`src/rtl/mem_stage.sv`:
```
// mem_stage: memory-access stage of the 5-stage pipeline.
//
// Sits between the EX/MEM pipeline register and the write stage.
// - ALU-only instructions go to the WB registers with one cycle of latency.
// - Loads and stores are issued to data memory over a registered req/ack handshake.
//   Upstream is stalled until the ack arrives.
// - A saturating counter tracks the number of stalled cycles.
//
// Ports:
//   clk, rst_n          clock, asynchronous active-low reset
//   ex_*                EX/MEM register contents (valid, pc, alu result, store data,
//                       destination reg, write enable, load/store flags)
//   mem_stall           combinational hold request to EX/MEM and earlier stages
//   dmem_req/we/addr/wdata
//                       registered data-memory request
//   dmem_ack/rdata      memory completion; rdata valid with ack
//   wb_*                registered outputs to the write stage
//   stall_count         saturating count of cycles with mem_stall=1
module mem_stage #(
  parameter int unsigned PC_W    = 13,
  parameter int unsigned DATA_W  = 32,
  parameter int unsigned REG_W   = 3,
  parameter int unsigned DADDR_W = 13
) (
  input  logic               clk,
  input  logic               rst_n,
  // EX/MEM register
  input  logic               ex_valid,
  input  logic [PC_W-1:0]    ex_pc,
  input  logic [DATA_W-1:0]  ex_alu_res,
  input  logic [DATA_W-1:0]  ex_store_data,
  input  logic [REG_W-1:0]   ex_write_reg,
  input  logic               ex_write_en,
  input  logic               ex_mem_read,
  input  logic               ex_mem_write,
  // Pipeline control
  output logic               mem_stall,
  // Data memory
  output logic               dmem_req,
  output logic               dmem_we,
  output logic [DADDR_W-1:0] dmem_addr,
  output logic [DATA_W-1:0]  dmem_wdata,
  input  logic               dmem_ack,
  input  logic [DATA_W-1:0]  dmem_rdata,
  // Write stage
  output logic               wb_valid,
  output logic [PC_W-1:0]    wb_pc,
  output logic [DATA_W-1:0]  wb_alu_res,
  output logic [DATA_W-1:0]  wb_mem_data,
  output logic [REG_W-1:0]   wb_write_reg,
  output logic               wb_write_en,
  output logic               wb_mem_read,
  // Statistics
  output logic [15:0]        stall_count
);

  typedef enum logic [0:0] {StIdle, StAccess} state_e;

  state_e state_q, state_d;

  // Memory request registers
  logic               req_q, req_d;
  logic               we_q, we_d;
  logic [DADDR_W-1:0] addr_q, addr_d;
  logic [DATA_W-1:0]  wdata_q, wdata_d;

  // Fields of the instruction parked while the access is outstanding
  logic [PC_W-1:0]    op_pc_q, op_pc_d;
  logic [DATA_W-1:0]  op_alu_q, op_alu_d;
  logic [REG_W-1:0]   op_reg_q, op_reg_d;
  logic               op_wen_q, op_wen_d;
  logic               op_rd_q, op_rd_d;

  // Write-stage registers
  logic               wb_valid_q, wb_valid_d;
  logic [PC_W-1:0]    wb_pc_q, wb_pc_d;
  logic [DATA_W-1:0]  wb_alu_q, wb_alu_d;
  logic [DATA_W-1:0]  wb_data_q, wb_data_d;
  logic [REG_W-1:0]   wb_reg_q, wb_reg_d;
  logic               wb_wen_q, wb_wen_d;
  logic               wb_rd_q, wb_rd_d;

  logic [15:0]        stall_cnt_q, stall_cnt_d;

  logic               memop;

  assign memop = ex_valid & (ex_mem_read | ex_mem_write);

  // No path from dmem_rdata: only state, ex control and ack feed the stall.
  always_comb begin
    mem_stall = 1'b0;
    unique case (state_q)
      StIdle:   mem_stall = memop;
      StAccess: mem_stall = ~dmem_ack;
      default:  mem_stall = 1'b0;
    endcase
  end

  always_comb begin
    state_d    = state_q;
    req_d      = req_q;
    we_d       = we_q;
    addr_d     = addr_q;
    wdata_d    = wdata_q;
    op_pc_d    = op_pc_q;
    op_alu_d   = op_alu_q;
    op_reg_d   = op_reg_q;
    op_wen_d   = op_wen_q;
    op_rd_d    = op_rd_q;
    wb_valid_d = wb_valid_q;
    wb_pc_d    = wb_pc_q;
    wb_alu_d   = wb_alu_q;
    wb_data_d  = wb_data_q;
    wb_reg_d   = wb_reg_q;
    wb_wen_d   = wb_wen_q;
    wb_rd_d    = wb_rd_q;

    unique case (state_q)
      StIdle: begin
        if (memop) begin
          state_d    = StAccess;
          req_d      = 1'b1;
          // Read+write together issues one access as a store.
          we_d       = ex_mem_write;
          addr_d     = ex_alu_res[DADDR_W-1:0];
          wdata_d    = ex_store_data;
          op_pc_d    = ex_pc;
          op_alu_d   = ex_alu_res;
          op_reg_d   = ex_write_reg;
          op_wen_d   = ex_write_en;
          op_rd_d    = ex_mem_read;
          // Bubble while the access is in flight
          wb_valid_d = 1'b0;
          wb_wen_d   = 1'b0;
        end else if (ex_valid) begin
          wb_valid_d = 1'b1;
          wb_pc_d    = ex_pc;
          wb_alu_d   = ex_alu_res;
          wb_data_d  = '0;
          wb_reg_d   = ex_write_reg;
          wb_wen_d   = ex_write_en;
          wb_rd_d    = ex_mem_read;
        end else begin
          wb_valid_d = 1'b0;
          wb_wen_d   = 1'b0;
        end
      end
      StAccess: begin
        if (dmem_ack) begin
          state_d    = StIdle;
          req_d      = 1'b0;
          wb_valid_d = 1'b1;
          wb_pc_d    = op_pc_q;
          wb_alu_d   = op_alu_q;
          wb_data_d  = op_rd_q ? dmem_rdata : '0;
          wb_reg_d   = op_reg_q;
          wb_wen_d   = op_wen_q;
          wb_rd_d    = op_rd_q;
        end
      end
      default: begin
        state_d = StIdle;
        req_d   = 1'b0;
      end
    endcase
  end

  always_comb begin
    stall_cnt_d = stall_cnt_q;
    if (mem_stall && (stall_cnt_q != 16'hFFFF)) begin
      stall_cnt_d = stall_cnt_q + 16'd1;
    end
  end

  always_ff @(posedge clk or negedge rst_n) begin
    if (!rst_n) begin
      state_q     <= StIdle;
      req_q       <= 1'b0;
      we_q        <= 1'b0;
      addr_q      <= '0;
      wdata_q     <= '0;
      op_pc_q     <= '0;
      op_alu_q    <= '0;
      op_reg_q    <= '0;
      op_wen_q    <= 1'b0;
      op_rd_q     <= 1'b0;
      wb_valid_q  <= 1'b0;
      wb_pc_q     <= '0;
      wb_alu_q    <= '0;
      wb_data_q   <= '0;
      wb_reg_q    <= '0;
      wb_wen_q    <= 1'b0;
      wb_rd_q     <= 1'b0;
      stall_cnt_q <= '0;
    end else begin
      state_q     <= state_d;
      req_q       <= req_d;
      we_q        <= we_d;
      addr_q      <= addr_d;
      wdata_q     <= wdata_d;
      op_pc_q     <= op_pc_d;
      op_alu_q    <= op_alu_d;
      op_reg_q    <= op_reg_d;
      op_wen_q    <= op_wen_d;
      op_rd_q     <= op_rd_d;
      wb_valid_q  <= wb_valid_d;
      wb_pc_q     <= wb_pc_d;
      wb_alu_q    <= wb_alu_d;
      wb_data_q   <= wb_data_d;
      wb_reg_q    <= wb_reg_d;
      wb_wen_q    <= wb_wen_d;
      wb_rd_q     <= wb_rd_d;
      stall_cnt_q <= stall_cnt_d;
    end
  end

  assign dmem_req     = req_q;
  assign dmem_we      = we_q;
  assign dmem_addr    = addr_q;
  assign dmem_wdata   = wdata_q;
  assign wb_valid     = wb_valid_q;
  assign wb_pc        = wb_pc_q;
  assign wb_alu_res   = wb_alu_q;
  assign wb_mem_data  = wb_data_q;
  assign wb_write_reg = wb_reg_q;
  assign wb_write_en  = wb_wen_q;
  assign wb_mem_read  = wb_rd_q;
  assign stall_count  = stall_cnt_q;

endmodule

```
`config.mk`:
```
export PLATFORM = sky130hd
export DESIGN_NAME = mem_stage
export DESIGN_NICKNAME = d
export VERILOG_FILES = /design/src/rtl/mem_stage.sv
export SDC_FILE = /design/constraint.sdc
export NUM_CORES = 1
export LEC_CHECK = 0
export CORE_MARGIN = 5
export CORE_UTILIZATION = 40
export CTS_CLUSTER_DIAMETER = 80
export DETAILED_ROUTE_END_ITERATION = 6
export PLACE_DENSITY = 0.72
export RECOVER_POWER = 25
export SLEW_MARGIN = 10
export SYNTH_ARGS = -nofsm -noshare
export SYNTH_HDL_FRONTEND = slang
export SYNTH_SLANG_ARGS = --single-unit
```
`constraint.sdc`:
```
create_clock -name clk -period 5.2 [get_ports clk]
set_input_delay 0.52 -clock clk [delete_from_list [all_inputs] [get_ports clk]]
set_output_delay 0.52 -clock clk [all_outputs]
set_load 0.005 [all_outputs]
```
==> metrics.yaml, run 1 <==
cts:
  cts.repair_timing.setup_buffer_count: 0
  numClockSinks: 184
  cts.hold.buffers_added: 0
  clock_tree.root_cell: "clkbuf_16"
  cts.htree.levels: 4
  clkSlewWorstSetupHoldPaths_ns: 0.07
  max-clock-path-buffers: 2
  clock_insertion_delay_worst_skew_ns: 0.41
  numCtsBuffers: 17
  postCtsResizedCells: 0
  cts_tree: "done"
worst_setup_path:
  slowest_cp_cell: "dfrtp_4"
  worstPathMaxFanout: 30
  crit_path_cell_trace: "nand2b_1 > o22a_1 > inv_1 > clkdlybuf4s50_1"
  data_required_time_at_the_worst_endpoint_ns: 4.68
  timing.critical_path.from_type: "flip-flop"
  critical_path.endpoint_type: "output port"
  critPathKind: "flip-flop to output port"
  cp_slowest_stage_delay_ns: 0.75
  ff2ff_path_depth: 4
  worstPathArrival_ns: 2.74
sta:
  max_freq_ghz: 0.306
  min_period_over_period_pct: 62.8
  fin_setup_tns_ns: 0
  finalHoldViolCount: 0
  fin_crit_ns: 3.26
  setup_viol: 0
  finClkSkew_ns: 0.00802
  max_slew_violation_total_from_the_final_report: 108
  worst_pin_slew_ns: 2.73
  slew_headroom_pct: -82.0
  finalWorstSetupSlack_ns: 1.94
  grt_setup_unrepaired: "false"
die:
  number_of_rows_created_at_floorplan: 50
  die_width_um: 148
  initial_utilization_pct: 40.8
  design.die.area_mm2: 0.0220
  top_level_ports: 266
  die_y_um: 148
  core_mm2: 0.0188
global_route:
  vias_in_the_first_global_route: 5639
  gr-total-overflow: 0
  antenna_found_initial: 1
  grt_start_max_net_pins: 108
  grt_pass1_wl_um: 30600
  global_route.usage.total_pct: 17.4
synthesis:
  synth_edf_count: 0
  ys.warnings.count: 0
  synth_area_leader_cell: "dfrtp_1"
  avgSynthCellArea_um2: 12.0
  synth.net_count: 758
  post_synth_inst_count: 638
  ys_seq_elements: 184
  synth_cell_type_count: 36
  synth_top_area_share_pct: 60.2
  async_flop_share_pct: 100
  synth.area.top_cells: "dfrtp_1, mux2_2, mux2i_1"
  ys.flop_type: "dfrtp_1"
  syn-cell-area_mm2: 0.00765
  synth.yosys.seq_area_share_pct: 60.2
layout:
  multiInputGateArea_mm2: 0.00278
  post_route_cells_drive_above_1_share_pct: 14.6
  layout.cells.most_common: "clkdlybuf4s50_1"
  flow.area_growth_from_synthesis_pct: 43.3
  fillerInstances: 1607
  most_frequent_cells_in_the_layout: "clkdlybuf4s50_1, dfrtp_1, nand2_1, mux2_2, o21ai_0"
  layout.nets: 999
  final_cell_count_no_fill: 1127
  ff_latch_area_mm2: 0.00461
placement:
  dpl.cell_count: 1094
  placement.io_buffers: 265
  globalplace.congestion: 0.771
  hpwlAfterDp_um: 13500
  post_place_setup_slack_ns: 2.15
job:
  cap_viol_max_count: 1
run_status:
  status: "complete, but fails checks"
  violations: "max-capacitance violations, max-slew violations"
drt:
  via_per_inst: 4.86
  remaining_drcs: 0
  post_dr_wirelength_cell_um: 16.9
  routed_vias: 5472
  first_iter_violations: 181
  routed_wl_um: 19100
  route.antenna.remaining_nets: 0
  first_pass_detailed_route_iteration_total: 4
power:
  power_density_mw_per_mm2: 418
  total_leakage_power_nw: 4.74
  max-vdd-ir-drop_uv: 215
  power_mw: 4.59
worst_hold_path:
  hold_path_class: "flip-flop to flip-flop"
  hold-path-cell-count: 2
cells in the mapped netlist (all sizes together), types with 5 or more instances:
library cell / number
clkbuf: 17
nand2: 125
o21ai: 51
mux2i: 49
nand4: 6
xnor2: 6
nor4: 8
nor3: 5
mux2: 83
buf: 32
xor2: 8
nand3: 39
dfrtp: 184
per-layer routing:
metal,track usage [%],vias up,routed length [um]
li1,-,2665,-
met1,24.1,2602,8590
met2,25.6,191,8470
met3,7.56,14,1790
met4,3.65,0,243
met5,0,-,0
power breakdown:
part	internal (mW)	leakage [nW]	switching, mW
combinational	0.828	2.22	0.492
clock	0.694	0.264	0.552
sequential	1.79	2.26	0.233
total	3.31	4.74	1.28
cell families (layout without fill, tap and decap cells):
family | Yosys count | in the layout | synth area share [%]
xor gates and xnor gates | 14 | 14 | 1.60
muxes | 132 | 132 | 18.6
adders and majority gates | 1 | 1 | 0.163
DFF | 184 | 184 | 60.2
buffers and inverters | 53 | 307 | 3.74
and+or+nand+nor | 197 | 197 | 11.8
AOI/OAI and AO/OA | 57 | 57 | 3.96
other | 0 | 1 | 0
worst max-delay path, delay by kind of cell (launching register included):
family | cells | cell delay (ns)
buf+inv | 2 | 0.74
compound gates | 1 | 0.56
flops | 1 | 0.75
simple gates | 1 | 0.25
final timing paths:
kind | from | slack (ns) | to
setup / recovery | state_q | 1.94 | mem_stall
hold / removal | wb_mem_data[24] | 0.46 | wb_mem_data[24]
setup reg to reg | state_q | 2.43 | op_alu_q[26]
hold reg to reg | wb_mem_data[24] | 0.46 | wb_mem_data[24]
max in group asynchronous | rst_n | 2.40 | state_q
min in group asynchronous | rst_n | 0.92 | op_alu_q[12]
area by class of cell:
type                    instances  area share [%]
clock inverters                11            1.04
well taps                     234            2.67
multi-input cells             401            25.4
repair buffers                271            24.5
diodes                          1          0.0228
inverters                       4           0.137
flip-flops and latches        184            42.0
clock buffers                  21            4.20
stage by stage:
step | hold WS (ns) | utilization, % | instance area (um^2)
3_3_place_gp | 0.449 | 55.4 | 10400
4_1_cts | 0.239 | 58.5 | 11000
3_5_place_dp | 0.455 | 55.4 | 10400
5_1_grt | 0.482 | 58.4 | 11000
2_1_floorplan | 0.224 | - | 7650
6_report | 0.464 | 58.4 | 11000
No activity file was read; power rests on OpenSTA's default activity.
==> run 2: changes to the inputs <==
- clock period: 5.2 -> 3.2 ns (I/O delays scaled with it)
==> metrics.yaml, run 2 (same netlist as run 1, synthesis figures left out) <==
run_status:
  status: "finished clean"
global_route:
  antenna_found_initial: 1
  groute.layer.met2.usage_pct: 27.7
  vias_in_the_first_global_route: 5790
  global_route.usage.met3_pct: 8.07
  global_route.usage.total_pct: 17.9
  grt_start_max_net_pins: 90
  grt_pass1_wl_um: 31500
  gr_util_met1_pct: 22.7
  grt-busiest-layer: "met2"
  gr-total-overflow: 0
job:
  cap_viol_max_count: 0
placement:
  hpwlAfterDp_um: 13900
  placement.io_buffers: 265
  dpl.cell_count: 1099
  globalplace.congestion: 0.790
cts:
  cts_tree: "done"
  clock_tree.root_cell: "clkbuf_16"
  cts.htree.levels: 4
  numCtsBuffers: 17
  max-clock-path-buffers: 2
  postCtsResizedCells: 0
  clock_insertion_delay_worst_skew_ns: 0.42
  clkSlewWorstSetupHoldPaths_ns: 0.07
  numClockSinks: 184
drt:
  first_pass_detailed_route_iteration_total: 4
  remaining_drcs: 0
  routed_wl_um: 19500
  via_per_inst: 4.95
  route.antenna.remaining_nets: 0
  first_iter_violations: 114
  routed_vias: 5593
  post_dr_wirelength_cell_um: 17.2
sta:
  grt_setup_unrepaired: "false"
  setup_viol: 0
  fin_setup_tns_ns: 0
  fin_crit_ns: 2.55
  max_slew_violation_total_from_the_final_report: 0
  finalHoldViolCount: 0
  finClkSkew_ns: 0.0109
  slew_headroom_pct: 24.8
  worst_pin_slew_ns: 1.13
  max_freq_ghz: 0.392
  min_period_over_period_pct: 79.8
layout:
  post_route_cells_drive_above_1_share_pct: 15.1
  fillerInstances: 1589
  most_frequent_cells_in_the_layout: "clkdlybuf4s50_1, dfrtp_1, nand2_1, mux2_2, o21ai_0"
  layout.cells.most_common: "clkdlybuf4s50_1"
  layout.nets: 1005
  final_cell_count_no_fill: 1131
  flow.area_growth_from_synthesis_pct: 45.6
die:
  design.die.area_mm2: 0.0220
  core_mm2: 0.0188
  number_of_rows_created_at_floorplan: 50
  die_y_um: 148
  die_width_um: 148
  initial_utilization_pct: 40.8
  top_level_ports: 266
worst_setup_path:
  crit_path_cell_trace: "nand2b_1 > o22a_1 > inv_1 > clkdlybuf4s50_1"
  cp_slowest_stage_delay_ns: 0.60
  slowest_cp_cell: "dfrtp_4"
  timing.critical_path.from_type: "flip-flop"
  worstPathMaxFanout: 19
  data_required_time_at_the_worst_endpoint_ns: 2.88
  critPathKind: "flip-flop to output port"
  worstPathArrival_ns: 2.23
  critical_path.endpoint_type: "output port"
power:
  total_leakage_power_nw: 4.84
  max-vdd-ir-drop_uv: 386
  power_density_mw_per_mm2: 697
  power_mw: 7.77
worst_hold_path:
  hold_path_class: "input pin to flip-flop"
-- run 2: cell types whose count changed in the layout (fill, tap and decap cells not counted), sizes merged --
cell / before / now
buf: 6 / 10
bufinv: 1 / 5
clkbuf: 22 / 21
dlygate4sd3: 1 / 2
clkinv: 2 / 3
inv: 7 / 6
clkinvlp: 5 / 1
-- run 2: critical path: cells and delay by family (launching register included) --
kind	cells	cell delay, ns
simple gates	1	0.25
buf+inv	2	0.73
flops	1	0.60
compound gates	1	0.23
-- run 2: area by class of cell --
cell class / count / area (um^2) / area share [%]
diodes: 1 / 2.50 / 0.0225
repair buffers: 277 / 2800 / 25.1
clock inverters: 11 / 194 / 1.74
multi-input cells: 401 / 2780 / 25.0
clock buffers: 19 / 453 / 4.06
well taps: 234 / 293 / 2.63
inverters: 4 / 15.0 / 0.135
flip-flops and latches: 184 / 4610 / 41.3
-- run 2: worst paths after layout --
| path | from | endpoint | slack, ns | depth (start not counted) |
|---|---|---|---|---|
| worst min register to register | wb_mem_data[24] | wb_mem_data[24] | 0.47 | 2 |
| worst max-delay path | state_q | mem_stall | 0.65 | 4 |
| worst min-delay path | dmem_rdata[21] | wb_mem_data[21] | 0.44 | 3 |
| worst max register to register | state_q | op_pc_q[7] | 1.05 | 4 |
| min in group asynchronous | rst_n | wb_alu_res[12] | 0.50 | 2 |
| max in group asynchronous | rst_n | wb_mem_data[13] | 1.12 | 3 |
-- run 2: stage by stage --
step                      worst slack (ns)  hold slack (ns)  utilization (%)  cell area, um^2
final                                0.647            0.436             59.4            11100
after global routing                 0.503            0.422             59.4            11100
after CTS                            0.594            0.412             59.4            11200
after detailed placement             0.887            0.421             55.9            10500
after global placement               0.909            0.425             55.9            10500
after floorplan                       1.51           0.0244                -             7650
-- run 2: routing by layer --
| layer | share of wire, % | up-vias |
|---|---|---|
| met5 | 0 | - |
| met4 | 1.6 | 0 |
| met3 | 10 | 25 |
| met2 | 46 | 192 |
| met1 | 43 | 2705 |
| li1 | - | 2671 |
-- run 2: what timing repair did --
| item | 4_1_cts | 5_1_grt |
|---|---|---|
| setup buffers | 0 | 0 |
| hold buffers | 1 | 0 |
| endpoints found under the setup margin | 0 | 0 |
| hold endpoints to repair | 41 | 0 |
-- run 2: power breakdown --
| part | internal [mW] | switching [mW] |
|---|---|---|
| Sequential | 2.91 | 0.366 |
| Clock | 1.42 | 0.884 |
| Combinational | 1.37 | 0.821 |
==> run 3: changes to the inputs <==
- clock period: 3.2 -> 2.6 ns (I/O delays scaled with it)
==> metrics.yaml, run 3 (same netlist as run 1, synthesis figures left out) <==
worst_setup_path:
  critical_path.endpoint_type: "output port"
  worst_setup_path_startpoint: "state_q"
  data_required_time_at_the_worst_endpoint_ns: 2.34
  critPathKind: "flip-flop to output port"
  crit_end: "mem_stall"
  reg2reg_slack_ns: 0.57
  worstPathArrival_ns: 2.19
  ff2ff_path_depth: 5
  cp_slowest_stage_delay_ns: 0.57
  timing.critical_path.from_type: "flip-flop"
  crit_path_cell_trace: "nand2b_1 > o22a_1 > inv_1 > clkdlybuf4s50_1"
  timing.rr.end: "stall_count[12]"
  worstPathMaxFanout: 15
  slowest_cp_cell: "dfrtp_4"
  regToRegStartpoint: "state_q"
drt:
  first_iter_violations: 212
  route.antenna.remaining_nets: 0
  first_pass_detailed_route_iteration_total: 4
  routed_wl_um: 19200
  remaining_drcs: 0
  via_per_inst: 4.90
  post_dr_wirelength_cell_um: 17.0
  routed_vias: 5559
sta:
  finClkSkew_ns: 0.0102
  grt_setup_unrepaired: "false"
  setup_viol: 0
  max_freq_ghz: 0.408
  min_period_over_period_pct: 94.2
  finalHoldViolCount: 0
  max_slew_violation_total_from_the_final_report: 0
  fin_setup_tns_ns: 0
  fin_crit_ns: 2.45
  worst_pin_slew_ns: 1.22
  slew_headroom_pct: 18.4
power:
  p_int_mw: 6.73
  power.share.clock_pct: 28.1
  seq_power_share_pct: 43.1
  p_switching_mw: 2.61
  power_density_mw_per_mm2: 843
  combPwrFrac_pct: 28.8
  switching_share_pct: 28.0
  total_leakage_power_nw: 4.81
  max-vdd-ir-drop_uv: 451
layout:
  finalCoreUtilization_pct: 59.1
  most_frequent_cells_in_the_layout: "clkdlybuf4s50_1, dfrtp_1, nand2_1, mux2_2, o21ai_0"
  final_cell_count_no_fill: 1135
  layout.cells.most_common: "clkdlybuf4s50_1"
  fillerInstances: 1551
  flow.area_growth_from_synthesis_pct: 44.9
  layout.nets: 1007
  post_route_cells_drive_above_1_share_pct: 15.3
global_route:
  grt_start_max_net_pins: 70
  global_route.usage.total_pct: 17.7
  vias_in_the_first_global_route: 5807
  antenna_found_initial: 1
  gr-total-overflow: 0
  grt_pass1_wl_um: 31200
die:
  initial_utilization_pct: 40.8
  design.die.area_mm2: 0.0220
  top_level_ports: 266
  die_y_um: 148
  core_mm2: 0.0188
  number_of_rows_created_at_floorplan: 50
  die_width_um: 148
cts:
  max-clock-path-buffers: 2
  numClockSinks: 184
  clock_tree.root_cell: "clkbuf_16"
  cts.repair_timing.setup_buffer_count: 0
  clock_insertion_delay_worst_skew_ns: 0.42
  cts_tree: "done"
  numCtsBuffers: 17
  cts.htree.levels: 4
  clkSlewWorstSetupHoldPaths_ns: 0.07
placement:
  dpl.cell_count: 1101
  globalplace.congestion: 0.788
  hpwlAfterDp_um: 13600
  placement.io_buffers: 265
job:
  cap_viol_max_count: 0
run_status:
  status: "finished clean"
worst_hold_path:
  hold_path_class: "input pin to flip-flop"
==> run 3: power by group through the flow <==
stage	registers, mW	logic [mW]	clock network (mW)
floorplan	4.05	1.06	0
global placement	4.06	2.70	0
detailed placement	4.08	2.74	0
CTS	4.04	2.76	2.70
global route	4.14	2.95	2.84
finish	4.03	2.69	2.62
==> run 3: final cells by class <==
type                       instances  area [um^2]  share of cell area, %
tap                              234          293                   2.64
clock buffer                      18          439                   3.96
inverter                           4         15.0                  0.135
multi-input combinational        401         2780                   25.1
sequential                       184         4610                   41.6
timing repair buffer             279         2780                   25.1
antenna                            1         2.50                 0.0226
clock inverter                    14          165                   1.49
==> run 3: per-stage QoR <==
stage | instance area (um^2) | total power, mW | setup slack (ns) | hold WS (ns)
floorplan | 7650 | 5.11 | 0.911 | -0.0356
global placement | 10500 | 6.76 | 0.448 | 0.316
CTS | 11100 | 9.49 | 0.103 | 0.358
global route | 11100 | 9.94 | 0.0123 | 0.352
finish | 11100 | 9.34 | 0.150 | 0.380
detailed placement | 10500 | 6.82 | 0.405 | 0.318
==> run 3: per-layer routing <==
layer / vias up / global-route usage, % / share of wire, %
met5: - / 0 / 0
li1: 2677 / - / -
met1: 2676 / 23.2 / 43
met3: 15 / 7.53 / 9.4
met2: 191 / 27.5 / 46
met4: 0 / 4.20 / 1.4
==> run 3: what timing repair did <==
| item | CTS | global route |
|---|---|---|
| endpoints found under the hold margin | 65 | 0 |
| hold buffers | 1 | 0 |
| gates resized for setup | 0 | 0 |
==> run 3: worst min path at each step <==
stage,start,endpoint,slack (ns),cells after the start
3_5_place_dp,rst_n,wb_alu_res[11],0.32,1
4_1_cts,dmem_rdata[24],wb_mem_data[24],0.36,3
2_1_floorplan,rst_n,dmem_addr[0],-0.04,0
5_1_grt,dmem_rdata[24],wb_mem_data[24],0.35,3
6_report,dmem_rdata[0],wb_mem_data[0],0.38,3
3_3_place_gp,rst_n,wb_alu_res[11],0.32,1
==> run 3: critical path: cells and delay by family, from the launching register on <==
kind            cells  cell delay [ns]
buf+inv             2             0.73
compound gates      1             0.24
flops               1             0.57
simple gates        1             0.23
